$ cat config.mk
export PLATFORM = sky130hd
export DESIGN_NAME = exc_ctrl
export DESIGN_NICKNAME = d
export VERILOG_FILES = /design/src/rtl/ctrl_pkg.sv /design/src/rtl/exc_cause_enc.sv /design/src/rtl/exc_ctrl.sv
export SDC_FILE = /design/constraint.sdc
export NUM_CORES = 1
export LEC_CHECK = 0
export CORE_MARGIN = 2
export CORE_UTILIZATION = 42
export CTS_BUF_LIST = sky130_fd_sc_hd__clkbuf_4 sky130_fd_sc_hd__clkbuf_8
export CTS_CLUSTER_DIAMETER = 40
export DETAILED_ROUTE_END_ITERATION = 7
export PLACE_DENSITY = 0.74
export SLEW_MARGIN = 10
export SYNTH_ARGS = -nofsm -noshare
export SYNTH_HDL_FRONTEND = slang
export SYNTH_SLANG_ARGS = --single-unit
$ cat constraint.sdc
create_clock -name clk -period 1.11 [get_ports clk]
set_input_delay 0.222 -clock clk [delete_from_list [all_inputs] [get_ports clk]]
set_output_delay 0.222 -clock clk [all_outputs]
set_load 0.01 [all_outputs]
$ cat src/rtl/ctrl_pkg.sv
// Shared encodings for the multicycle MIPS control path: exception sequencer
// states, cause codes, datapath mux/ALU selects and exception vector addresses.
package ctrl_pkg;

   typedef enum logic [2:0] {
      S_IDLE     = 3'd0,
      S_SAVE_EPC = 3'd1,
      S_READ_VEC = 3'd2,
      S_LOAD_PC  = 3'd3,
      S_RTE_LOAD = 3'd4,
      S_DONE     = 3'd5
   } exc_state_e;

   localparam logic [1:0] CAUSE_NONE   = 2'b00;
   localparam logic [1:0] CAUSE_OPCODE = 2'b01;
   localparam logic [1:0] CAUSE_OVF    = 2'b10;
   localparam logic [1:0] CAUSE_DIV0   = 2'b11;

   localparam logic [2:0] MEM_ADDR_PC  = 3'b010;
   localparam logic [2:0] MEM_ADDR_VEC = 3'b011;

   localparam logic [1:0] ALU_A_PC     = 2'b00;
   localparam logic [2:0] ALU_B_NONE   = 3'b000;
   localparam logic [2:0] ALU_B_FOUR   = 3'b001;

   localparam logic [2:0] ALU_NOP      = 3'b000;
   localparam logic [2:0] ALU_ADD      = 3'b001;
   localparam logic [2:0] ALU_SUB      = 3'b010;

   localparam logic [1:0] PCSRC_ALU    = 2'b00;
   localparam logic [1:0] PCSRC_MDR    = 2'b01;
   localparam logic [1:0] PCSRC_EPC    = 2'b11;

   localparam logic [7:0] VEC_OPCODE   = 8'd253;
   localparam logic [7:0] VEC_OVF      = 8'd254;
   localparam logic [7:0] VEC_DIV0     = 8'd255;

   // Handler vector byte address for a latched cause.
   function automatic logic [7:0] cause_vec(input logic [1:0] cause);
      logic [7:0] v;
      case (cause)
         CAUSE_OPCODE: v = VEC_OPCODE;
         CAUSE_OVF:    v = VEC_OVF;
         CAUSE_DIV0:   v = VEC_DIV0;
         default:      v = 8'd0;
      endcase
      return v;
   endfunction

endpackage

$ cat src/rtl/exc_cause_enc.sv
// Priority encoder for exception causes: opcode > overflow > divide-by-zero.
module exc_cause_enc
   import ctrl_pkg::*;
(
   input  logic       opcode_err,
   input  logic       overflow_err,
   input  logic       div0_err,
   output logic [1:0] cause,
   output logic       valid
);

   // Highest-priority asserted cause wins.
   always_comb begin
      cause = CAUSE_NONE;
      valid = 1'b1;
      if (opcode_err) begin
         cause = CAUSE_OPCODE;
      end else if (overflow_err) begin
         cause = CAUSE_OVF;
      end else if (div0_err) begin
         cause = CAUSE_DIV0;
      end else begin
         valid = 1'b0;
      end
   end

endmodule

$ cat src/rtl/exc_ctrl.sv
// Exception / RTE sequencer: saves EPC, fetches the handler vector, loads PC.
// Outputs are registered, decoded from the next state so they align with it.
module exc_ctrl
   import ctrl_pkg::*;
#(
   parameter int MEM_WAIT = 3
) (
   input  logic       clk,
   input  logic       reset,
   input  logic       exc_start,
   input  logic       opcode_err,
   input  logic       overflow_err,
   input  logic       div0_err,
   input  logic       rte_start,
   output logic       busy,
   output logic       done,
   output logic [1:0] cause_out,
   output logic       WriteEPC,
   output logic       WritePC,
   output logic       WriteMDR,
   output logic [2:0] MemAddrCtrl,
   output logic [1:0] ExcAddrSel,
   output logic [1:0] ALUSrcACtrl,
   output logic [2:0] ALUSrcBCtrl,
   output logic [2:0] ALUCtrl,
   output logic [1:0] PCSrcCtrl
);

   localparam int CW = $clog2(MEM_WAIT) + 1;
   localparam logic [CW-1:0] CNT_LAST = CW'(MEM_WAIT - 1);

   exc_state_e    state_q, state_d;
   logic [CW-1:0] cnt_q, cnt_d;
   logic [1:0]    cause_q, cause_d;
   logic          busy_q, busy_d;
   logic          done_q, done_d;
   logic          write_epc_q, write_epc_d;
   logic          write_pc_q, write_pc_d;
   logic          write_mdr_q, write_mdr_d;
   logic [2:0]    mem_addr_q, mem_addr_d;
   logic [1:0]    alu_a_q, alu_a_d;
   logic [2:0]    alu_b_q, alu_b_d;
   logic [2:0]    alu_op_q, alu_op_d;
   logic [1:0]    pc_src_q, pc_src_d;

   logic [1:0]    enc_cause_s;
   logic          enc_valid_s;

   exc_cause_enc u_cause_enc (
      .opcode_err   (opcode_err),
      .overflow_err (overflow_err),
      .div0_err     (div0_err),
      .cause        (enc_cause_s),
      .valid        (enc_valid_s)
   );

   // Next-state, counter and cause latch; requests outside IDLE are dropped.
   always_comb begin
      state_d = state_q;
      cnt_d   = cnt_q;
      cause_d = cause_q;
      case (state_q)
         S_IDLE: begin
            if (exc_start && enc_valid_s) begin
               cause_d = enc_cause_s;
               state_d = S_SAVE_EPC;
            end else if (rte_start) begin
               state_d = S_RTE_LOAD;
            end else begin
               state_d = S_IDLE;
            end
         end
         S_SAVE_EPC: begin
            state_d = S_READ_VEC;
            cnt_d   = {CW{1'b0}};
         end
         S_READ_VEC: begin
            cnt_d = cnt_q + CW'(1);
            if (cnt_q == CNT_LAST) begin
               state_d = S_LOAD_PC;
            end else begin
               state_d = S_READ_VEC;
            end
         end
         S_LOAD_PC:  state_d = S_DONE;
         S_RTE_LOAD: state_d = S_DONE;
         S_DONE:     state_d = S_IDLE;
         default: begin
            state_d = S_IDLE;
            cnt_d   = {CW{1'b0}};
         end
      endcase
   end

   // Moore decode of the upcoming state into the datapath controls.
   always_comb begin
      busy_d      = 1'b0;
      done_d      = 1'b0;
      write_epc_d = 1'b0;
      write_pc_d  = 1'b0;
      write_mdr_d = 1'b0;
      mem_addr_d  = MEM_ADDR_PC;
      alu_a_d     = ALU_A_PC;
      alu_b_d     = ALU_B_NONE;
      alu_op_d    = ALU_NOP;
      pc_src_d    = PCSRC_ALU;
      case (state_d)
         S_IDLE: begin
            busy_d = 1'b0;
         end
         S_SAVE_EPC: begin
            busy_d      = 1'b1;
            write_epc_d = 1'b1;
            alu_a_d     = ALU_A_PC;
            alu_b_d     = ALU_B_FOUR;
            alu_op_d    = ALU_SUB;
         end
         S_READ_VEC: begin
            busy_d      = 1'b1;
            mem_addr_d  = MEM_ADDR_VEC;
            write_mdr_d = (cnt_d == CNT_LAST);
         end
         S_LOAD_PC: begin
            busy_d     = 1'b1;
            write_pc_d = 1'b1;
            pc_src_d   = PCSRC_MDR;
         end
         S_RTE_LOAD: begin
            busy_d     = 1'b1;
            write_pc_d = 1'b1;
            pc_src_d   = PCSRC_EPC;
         end
         S_DONE: begin
            done_d = 1'b1;
         end
         default: begin
            busy_d = 1'b0;
         end
      endcase
   end

   // State, counter, cause and output registers.
   always_ff @(posedge clk or posedge reset) begin
      if (reset) begin
         state_q     <= S_IDLE;
         cnt_q       <= {CW{1'b0}};
         cause_q     <= CAUSE_NONE;
         busy_q      <= 1'b0;
         done_q      <= 1'b0;
         write_epc_q <= 1'b0;
         write_pc_q  <= 1'b0;
         write_mdr_q <= 1'b0;
         mem_addr_q  <= MEM_ADDR_PC;
         alu_a_q     <= 2'b00;
         alu_b_q     <= 3'b000;
         alu_op_q    <= 3'b000;
         pc_src_q    <= 2'b00;
      end else begin
         state_q     <= state_d;
         cnt_q       <= cnt_d;
         cause_q     <= cause_d;
         busy_q      <= busy_d;
         done_q      <= done_d;
         write_epc_q <= write_epc_d;
         write_pc_q  <= write_pc_d;
         write_mdr_q <= write_mdr_d;
         mem_addr_q  <= mem_addr_d;
         alu_a_q     <= alu_a_d;
         alu_b_q     <= alu_b_d;
         alu_op_q    <= alu_op_d;
         pc_src_q    <= pc_src_d;
      end
   end

   assign busy        = busy_q;
   assign done        = done_q;
   assign cause_out   = cause_q;
   assign ExcAddrSel  = cause_q;
   assign WriteEPC    = write_epc_q;
   assign WritePC     = write_pc_q;
   assign WriteMDR    = write_mdr_q;
   assign MemAddrCtrl = mem_addr_q;
   assign ALUSrcACtrl = alu_a_q;
   assign ALUSrcBCtrl = alu_b_q;
   assign ALUCtrl     = alu_op_q;
   assign PCSrcCtrl   = pc_src_q;

endmodule

==> impl_metrics.toml <==
[worst_setup_path]
r2r_start = "state_q[0]"
r2r_cells = 4
cp_max_fo = 5
required_ps = 1320
critPathCaptureType = "flop"
r2r_end = "WriteMDR"
r2r_setup_slack_ps = -80
critPathKind = "reg2reg"
start_kind = "flop"
cp.arrival_ps = 1400

[clocking]
cts_tree = "done"
clock_sinks = 15
clk_pin_slew_ps = 90
cts_root_buffer = "clkbuf_4"
numCtsBuffers = 3
h-tree-depth = 1
clk_latency_ps = 280
cts_buffer_depth = 2

[sta]
finClkSkew_ps = 6.31
drv_slew = 0
min_period_ps = 1190
setup_ws_ps = -82.9
fin_crit_sh_pct = 107
final-setup-viol-count = 10
rsz0062_at_grt = "true"
hold_viol = 0
fin_setup_tns_ps = -469
fmaxAchievable_mhz = 838
hold_ws_ps = 226

[power]
p_leak_nw = 0.595
p_per_area_nw_per_um2 = 2570
ir_drop_mv = 1.51

[detailed_routing]
num_vias = 728
wl_met1_um = 861
postRouteAntennaNets = 0
wire_per_inst_um = 13.9
drtPass1Iterations = 4
initialDrtViolationCount = 32
drcViolationCount = 0
viasPerCell = 4.89
met3WireLength_um = 92
top_layer = "met4"
wl_met2_mm = 1.07
wl_mm = 2.06

[layout]
fin_cells = 149
layout-drive-gt1-share_pct = 55.7
n_antenna_cell = 0
nFillCells = 157
nets = 132
area_delta_synth_final_pct = 46.9

[yosys]
yosysMostFrequentCell = "buf_4"
syn_inst = 82
ys_seq_area_share_pct = 44.2
synth-edff-count = 0
synth_top_cell_by_area = "dfrtp_1"
synth_top_area_share_pct = 44.2
syn_area_per_cell_um2 = 10.3
syn-cell-area_um2 = 848
synth-seq-cells = 15
synthTopCellsByArea = "dfrtp_1, buf_4, nor2_1, ha_1, nor2b_1"
ys_top_cells_by_count = "buf_4, dfrtp_1, nor2_1"
ys_types = 32
ys_warn_count = 0
ys.flop_type = "dfrtp_1"
synthArstFlopShare_pct = 100

[floorplanning]
initial_core_util_pct = 43.7
rows = 16
core-area_um2 = 1940
die_h_um = 48.9
die_width_um = 48.9
num_io_pins = 29
fp.dieArea_um2 = 2400

[grt]
grt_pass1_vias = 675
antenna_found_initial = 0
gr-total-overflow = 0
grt_usage_pct = 16.6
grt_max_degree = 16
grt_pass1_wl_mm = 2.98

[placed_design]
hpwlAfterDp_mm = 1.31
dp.cells = 137
gp_congestion = 0.754
dp_slack_ps = -429
io_buffer_count = 20

[run_status]
status = "finished with violations"
violations = "negative setup slack"

[job]
maxCapViolCount = 0

[worst_hold_path]
hold_path_class = "in2async"
==> cell usage in the layout (no fill, tap or decap), types with 2 or more instances in the layout <==
cell type / count
buf_4: 20
o21ai_1: 4
a22o_1: 2
clkbuf_4: 4
nand2_1: 2
nor2_1: 4
clkdlybuf4s50_1: 4
clkbuf_2: 2
dfrtp_1: 12
buf_6: 4
nor2_2: 3
inv_1: 2
conb_1: 8
o32ai_2: 2
dlygate4sd2_1: 2
nor2b_4: 3
buf_2: 14
nand4b_1: 2
dfrtp_2: 3
==> worst max-delay path, stage by stage (launching register included) <==
cell      delay (ps)
dfrtp_1          440
buf_2            190
nor4_2           280
nand4b_1         130
o21ai_1           80
==> registers in the layout, summed over array words and instances, names as in the netlist <==
register     flops
MemAddrCtrl      1
state_q          3
PCSrcCtrl        2
ALUCtrl          1
done             1
busy             1
cnt_q            3
ExcAddrSel       2
WriteMDR         1
==> worst max-delay path by stage <==
stage,end,from,slack [ps]
after CTS,cnt_q[2],cnt_q[1],-50
after global placement,state_q[0],opcode_err,-380
after global routing,WriteMDR,state_q[0],-170
after detailed placement,state_q[0],opcode_err,-430
after floorplan,WriteMDR,cnt_q[0],-4
final,WriteMDR,state_q[0],-80
==> what timing repair did <==
action,in CTS,in global routing
pin swaps,5,4
setup buffers,3,3
hold buffers,0,0
cloned,0,2
setup endpoints to repair,24,16
gates resized for setup,60,20
==> cells by family (layout without fill, tap and decap cells) <==
| family | after synthesis | after routing | synth area share (%) |
|---|---|---|---|
| compound gates | 18 | 18 | 16.8 |
| xor+xnor | 2 | 2 | 2.07 |
| fa+ha+maj | 2 | 2 | 2.95 |
| buf+inv | 19 | 53 | 15.5 |
| flops | 15 | 15 | 44.2 |
| other cells | 2 | 8 | 0.885 |
| simple gates | 24 | 24 | 17.6 |
==> through the flow <==
step	cell area [um2]	power, mW	util, %
finish	1250	3.21	64.2
global route	1250	3.40	64.2
CTS	1170	2.85	60.4
detailed placement	1130	2.50	58.2
global placement	1130	2.45	58.2
floorplan	881	1.85	-
==> power by group <==
part | leakage (nW) | switching (mW) | internal, mW | total, mW
Clock | 0.0184 | 0.170 | 0.164 | 0.334
Sequential | 0.188 | 0.169 | 0.742 | 0.912
Combinational | 0.389 | 0.923 | 1.04 | 1.96
==> per-layer routing <==
metal	GRT usage [%]	vias up
met3	3.37	4
met5	0	-
met1	18.2	354
met4	11.9	0
li1	-	344
met2	28.3	26
==> area by class of cell <==
class                      instances  area (um2)  area share (%)
inverter                           3        11.3           0.904
timing repair buffer              46         333            26.7
multi-input combinational         54         459            36.8
clock buffer                       4        30.0            2.41
tap                               27        33.8            2.71
sequential                        15         379            30.4
Power figures use the tool's default switching activity.
